==> src/rtl/lifo_stack.sv <==
// Register-based LIFO stack with replace-top (push+pop), flush and sticky
// overflow/underflow flags. Top of stack is read combinationally.
module lifo_stack #(
    parameter int WIDTH = 11,
    parameter int DEPTH = 16,
    localparam int AW = $clog2(DEPTH)
) (
    input  logic             clk,
    input  logic             rst,
    input  logic             push,
    input  logic             pop,
    input  logic             flush,
    input  logic             err_clr,
    input  logic [WIDTH-1:0] din,
    output logic [WIDTH-1:0] dout,
    output logic [AW:0]      count,
    output logic             empty,
    output logic             full,
    output logic             overflow,
    output logic             underflow
);

    logic [WIDTH-1:0] mem [DEPTH];
    logic [AW:0]      next_count;
    logic [AW-1:0]    top_idx;
    logic [AW-1:0]    wr_addr;
    logic             wr_en;
    logic             ovf_evt;
    logic             unf_evt;

    assign empty   = (count == '0);
    assign full    = (count == (AW+1)'(DEPTH));
    assign top_idx = AW'(count - 1'b1);
    assign dout    = empty ? '0 : mem[top_idx];

    always_comb begin
        next_count = count;
        wr_en      = 1'b0;
        wr_addr    = AW'(count);
        ovf_evt    = 1'b0;
        unf_evt    = 1'b0;
        if (flush) begin
            next_count = '0;
        end else if (push && pop) begin
            // Replace-top; on an empty stack this degenerates to a plain push.
            wr_en = 1'b1;
            if (empty) begin
                next_count = count + 1'b1;
            end else begin
                wr_addr = top_idx;
            end
        end else if (push) begin
            if (full) begin
                ovf_evt = 1'b1;
            end else begin
                wr_en      = 1'b1;
                next_count = count + 1'b1;
            end
        end else if (pop) begin
            if (empty) begin
                unf_evt = 1'b1;
            end else begin
                next_count = count - 1'b1;
            end
        end
    end

    always_ff @(posedge clk) begin
        if (rst) begin
            count     <= '0;
            overflow  <= 1'b0;
            underflow <= 1'b0;
        end else begin
            count     <= next_count;
            // A new event wins over a simultaneous clear.
            overflow  <= ovf_evt | (overflow & ~err_clr);
            underflow <= unf_evt | (underflow & ~err_clr);
        end
    end

    always_ff @(posedge clk) begin
        if (wr_en && !rst) begin
            mem[wr_addr] <= din;
        end
    end

endmodule

==> config.mk <==
export PLATFORM = sky130hd
export DESIGN_NAME = lifo_stack
export DESIGN_NICKNAME = d
export VERILOG_FILES = /design/src/rtl/lifo_stack.sv
export SDC_FILE = /design/constraint.sdc
export NUM_CORES = 1
export LEC_CHECK = 0
export BUFFER_PORTS_ARGS = -buffer_cell sky130_fd_sc_hd__buf_4
export CAP_MARGIN = 30
export CORE_AREA = 2 2 119 150
export CTS_BUF_LIST = sky130_fd_sc_hd__clkbuf_4 sky130_fd_sc_hd__clkbuf_8
export DETAILED_ROUTE_END_ITERATION = 16
export DIE_AREA = 0 0 121 152
export PLACE_DENSITY = 0.65
export SLEW_MARGIN = 10
export SYNTH_ARGS = -nofsm -noshare
export SYNTH_HDL_FRONTEND = slang
export SYNTH_SLANG_ARGS = --single-unit
==> constraint.sdc <==
create_clock -name clk -period 4.4 [get_ports clk]
set_input_delay 0.88 -clock clk [delete_from_list [all_inputs] [get_ports clk]]
set_output_delay 0.88 -clock clk [all_outputs]
set_load 0.01 [all_outputs]
==> flow_summary_export.csv, run 1 <==
group,metric,value,unit
status,outcome,"completed",
cts,clk_latency,0.47,ns
route,finalWirelength,16.1,mm
timing,max_slew_margin,39.4,%
die,core,17100,sq um
yosys,synth_area,7530,sq um
timing,worst_pin_slew,0.907,ns
route,drt_iter0_drc,479,
setup_path,cp_data_arrival_time,3.14,ns
yosys,synth-edff-count,176,
cts,cts.reportedPaths.clkPinSlew,0.07,ns
grt,grt_pass1_vias,4137,
yosys,async_reset_ff_share,0,%
yosys,synth_adder_area_share,0.498,%
yosys,ys_ff_latch,183,
timing,final.setup.tns,0,ns
timing,rsz0062_at_grt,"false",
yosys,synth_top_cell_area_share,70.2,%
die,dieArea,18400,sq um
cts,cts_tree,"done",
yosys,synth_top_flop_cell,"edfxtp_1",
yosys,post_synth_num_cell_types,48,
die,die_x,121,um
setup_path,cp-start-kind,"flip-flop",
cts,htree_levels,4,
setup_path,cp.required,3.52,ns
die,num_rows,54,
setup_path,cp-end-kind,"output pin",
yosys,synth_xor_area_share,0.233,%
placement,routabilityCongestion,0.829,
pwr,vdd_ir_drop_max,0.254,mV
route,ant_nets,0,
pwr,power_density,403,nW/um^2
yosys,synth_compound_area_share,4.55,%
yosys,yosys_warnings,0,
yosys,ys_seq_area_share,72.0,%
cts,cts_hold_buf,0,
grt,grt_pass1_wl,24.8,mm
yosys,synth-simple-area-share,6.84,%
yosys,synth_top_family_by_area,"multiplexers",
route,first_pass_iters,5,
cells_and_area,syn_to_final_growth,15.0,%
grt,use_met1,25.5,%
timing,setup_viol,0,
grt,grt_max_degree,37,
cts,cts_made_buffers,17,
cells_and_area,drive_gt1_share,33.5,%
job,drv_cap,0,
yosys,synth_area_leaders,"edfxtp_1, mux4_2, nand3_1",
route,detail_route.vias_per_cell,5.83,
pwr,p_leak,2.73,nW
yosys,syn-instance-count,401,
yosys,syn_area_per_cell,18.8,sq um
die,start_util,44.1,%
timing,hold_violations,0,
timing,fin_crit_sh,91.4,%
timing,max_freq,0.249,GHz
grt,globalRouteTotalUtil,18.4,%
timing,timing.hold.ws,0.496,ns
cells_and_area,diodes,0,
cells_and_area,final_common_cell,"edfxtp_1",
yosys,yosysTopAreaCell,"edfxtp_1",
yosys,synth_mux_area_share,14.4,%
cts,clkSinkCount,183,
grt,use_met3,4.20,%
grt,grt.met2_usage,28.9,%
placement,dp_hpwl,10.6,mm
timing,fin_crit,4.02,ns
grt,grt_overflow_total,0,
grt,antenna_found_initial,0,
setup_path,path_class,"flip-flop to output pin",
setup_path,critPathMaxFanout,33,
hold_path,hold_path_class,"flip-flop to flip-flop",
route,dr_total_vias,4053,
cts,ctsResizeCount,0,
timing,fin_skew,0.0157,ns
die,ios,37,
placement,port_buffers,36,
route,post_drt_wl_per_cell,23.1,um
cells_and_area,final_cell_mix,"edfxtp_1, buf_4, mux4_2",
route,drc_errors,0,
grt,grt.busiest_layer,"met2",
cts,cts.path.max_buffers,2,
yosys,syn_nets,421,
cells_and_area,finalNetCount,478,
timing,slew_viol_final,0,
cts,cts_setup_buffers,0,
setup_path,r2r_slack,0.93,ns
die,fp.dieH,152,um
cts,cts_root_buffer,"clkbuf_8",
## worst max-delay path, cell delays in order (launching register included)
cell     delay, ns
dfxtp_1       0.61
inv_1         0.19
ha_2          0.66
buf_12        0.28
mux4_2        0.36
nand3_1       0.13
a41oi_1       0.19
buf_4         0.22
## stage by stage
step	instance area, sq um	worst slack, ns	instances	power [W]	util, %
2_1_floorplan	7530	1.31	401	0.00222	-
3_3_place_gp	8220	0.870	660	0.00237	48.1
3_5_place_dp	8260	0.836	663	0.00238	48.3
4_1_cts	8660	0.315	695	0.00352	50.7
5_1_grt	8660	0.164	695	0.00362	50.7
6_report	8660	0.378	695	0.00349	50.7
## final cells by class
cell class              instances  area [sq um]
multi-input cells             194          2080
inverters                       5          18.8
flip-flops and latches        183          5430
repair buffers                 57           452
fillers                      1372          8440
clock inverters                13           151
well taps                     224           280
clock buffers                  19           249
## power breakdown
part	switching, W	leakage (nW)	total, W	internal [W]
registers	0.0000170	1.64	0.00193	0.00192
logic	0.000227	0.879	0.000403	0.000176
clock network	0.000584	0.212	0.00116	0.000572
## routing by layer
layer | wire, um | vias to the layer above | share of wire (%)
li1 | - | 1797 | -
met1 | 7030 | 2118 | 44
met2 | 8060 | 119 | 50
met3 | 702 | 19 | 4.4
met4 | 282 | 0 | 1.8
met5 | 0 | - | 0
## cell usage after synthesis, types with 2 or more instances
master	n
or4_1	2
a21o_1	2
o31ai_1	8
nor2_1	7
or3_4	2
o21ai_0	3
a21boi_0	3
nand2b_1	4
clkbuf_1	6
mux2i_1	8
or3_1	2
nand3_1	35
nor4_1	2
nand2_1	7
a31oi_1	3
buf_1	2
buf_2	9
a21oi_1	7
o22ai_1	3
a41oi_1	8
or2_2	2
inv_1	5
dfxtp_1	7
ha_1	3
mux4_2	44
nor3_1	18
o211ai_1	3
edfxtp_1	176
## path summary, 6_finish.rpt
kind                         startpoint             endpoint  cells past startpoint
setup / recovery  count[1]$_SDFFE_PP0P_              dout[8]                      7
hold / removal      overflow$_SDFF_PP0_  overflow$_SDFF_PP0_                      2
setup reg to reg  count[1]$_SDFFE_PP0P_  mem[4][0]$_DFFE_PP_                      8
hold reg to reg     overflow$_SDFF_PP0_  overflow$_SDFF_PP0_                      2
## logic make-up after synthesis
group,Yosys count
muxes,53
xor gates and xnor gates,2
adders and majority gates,3
DFF,183
and+or+nand+nor,91
AOI/OAI and AO/OA,45
buffers and inverters,24
## registers in the layout, summed over array words and instances (netlist names)
name and flops:
mem 176, count 5, overflow 1, underflow 1
Power figures use the tool's default switching activity.
==> run 2: changes to the inputs <==
Clock period 4.4 ns to 5.1 ns, I/O delays scaled along.
==> flow_summary_export.csv, run 2 (synthesized netlist as in run 1, its figures left out) <==
group,metric,value,unit
cells_and_area,final_common_cell,"edfxtp_1",
setup_path,crit_chain,"inv_1, ha_2, buf_12, mux4_2, nand3_1, a41oi_1, buf_4",
cells_and_area,final_cell_mix,"edfxtp_1, buf_4, mux4_2",
cts,cts_root_buffer,"clkbuf_8",
cts,ctsResizeCount,0,
cts,cts.path.max_buffers,2,
timing,max_freq,0.250,GHz
setup_path,r2r_slack,1.68,ns
cells_and_area,syn_to_final_growth,15.2,%
setup_path,path_class,"flip-flop to output pin",
grt,grt_max_degree,38,
timing,fin_crit,4.01,ns
setup_path,cp_data_arrival_time,2.99,ns
cts,cts_made_buffers,17,
route,detail_route.vias_per_cell,5.96,
setup_path,cp-start-kind,"flip-flop",
pwr,finalPower,0.00297,W
timing,slew_viol_final,0,
setup_path,cp_slowest_cell,"ha_2",
route,drc_errors,0,
status,outcome,"completed",
timing,fin_skew,0.0141,ns
timing,max_slew_margin,36.1,%
route,post_drt_wl_per_cell,24.0,um
die,dieArea,18400,sq um
route,ant_nets,0,
timing,timing.hold.ws,0.503,ns
timing,setup_viol,0,
job,drv_cap,0,
grt,grt_pass1_vias,4158,
cells_and_area,diodes,0,
cts,htree_levels,4,
die,ios,37,
pwr,power_density,343,nW/um^2
placement,port_buffers,36,
timing,rsz0062_at_grt,"false",
cells_and_area,regMostFlops,"mem",
route,first_pass_iters,7,
grt,grt_pass1_wl,25.3,mm
route,finalWirelength,16.8,mm
placement,routabilityCongestion,0.865,
cts,cts_tree,"done",
grt,globalRouteTotalUtil,19.2,%
setup_path,cp.required,4.08,ns
timing,hold_violations,0,
cells_and_area,finalNetCount,481,
cts,cts_hold_buf,0,
die,fp.dieH,152,um
die,start_util,44.1,%
cells_and_area,top_regs,"mem x176, count x5",
cells_and_area,fillers,1375,
die,num_rows,54,
setup_path,critPathMaxFanout,37,
route,drt_iter0_drc,423,
timing,fin_crit_sh,78.6,%
hold_path,hold_path_class,"flip-flop to flip-flop",
timing,worst_pin_slew,0.953,ns
placement,dp_hpwl,10.8,mm
cells_and_area,largest_register_ffs,176,
grt,grt_overflow_total,0,
timing,final.setup.tns,0,ns
setup_path,cp-end-kind,"output pin",
grt,antenna_found_initial,0,
setup_path,slowest_delay,0.61,ns
cts,clkSinkCount,183,
pwr,vdd_ir_drop_max,0.160,mV
cts,clk_latency,0.47,ns
route,dr_total_vias,4155,
die,die_x,121,um
pwr,p_leak,2.73,nW
cts,cts_setup_buffers,0,
die,core,17100,sq um
cells_and_area,drive_gt1_share,33.8,%
cts,cts.reportedPaths.clkPinSlew,0.09,ns
## run 2: path summary, 6_finish.rpt
check	start	to	depth (start not counted)
worst max-delay path	count[1]$_SDFFE_PP0P_	dout[8]	7
worst min-delay path	overflow$_SDFF_PP0_	overflow$_SDFF_PP0_	2
worst max register to register	count[1]$_SDFFE_PP0P_	mem[6][8]$_DFFE_PP_	7
worst min register to register	overflow$_SDFF_PP0_	overflow$_SDFF_PP0_	2
## run 2: area by class of cell
| cell class | count | area [sq um] | share of cell area (%) |
|---|---|---|---|
| Tap cell | 224 | 280 | 3.23 |
| Timing Repair Buffer | 60 | 483 | 5.57 |
| Multi-Input combinational cell | 194 | 2080 | 24.0 |
| Sequential cell | 183 | 5430 | 62.6 |
| Inverter | 5 | 18.8 | 0.216 |
| Clock inverter | 14 | 149 | 1.72 |
| Clock buffer | 17 | 234 | 2.70 |
## run 2: power breakdown
part / total [W] / leakage (nW) / internal [W] / switching (W)
logic: 0.000361 / 0.900 / 0.000155 / 0.000206
registers: 0.00166 / 1.64 / 0.00165 / 0.00000887
clock network: 0.000949 / 0.192 / 0.000437 / 0.000511
## run 2: routing by layer
metal  track usage (%)  routed length [um]  vias up  part of all wire, %
met3              4.58                1170       34                  7.0
met4              8.75                 537        0                  3.2
li1                  -                   -     1800                    -
met1              25.8                6790     2127                   41
met2              29.7                8250      194                   49
met5                 0                   0        -                    0
## run 2: per-stage QoR
step / utilization (%) / std cells / area, sq um / setup slack (ns)
2_1_floorplan: - / 401 / 7530 / 1.89
3_3_place_gp: 48.3 / 665 / 8260 / 1.61
3_5_place_dp: 48.5 / 666 / 8290 / 1.55
4_1_cts: 50.7 / 697 / 8670 / 1.07
5_1_grt: 50.7 / 697 / 8670 / 0.920
6_report: 50.7 / 697 / 8670 / 1.09
## run 2: worst max-delay path, delay by kind of cell, from the launching register on
family / cells / cell delay, ns
buffers and inverters: 3 / 0.64
AND/OR/NAND/NOR: 1 / 0.09
adder cells (fa/ha/maj): 1 / 0.61
flip-flops: 1 / 0.53
AO/OA/AOI/OAI: 1 / 0.37
multiplexers: 1 / 0.25
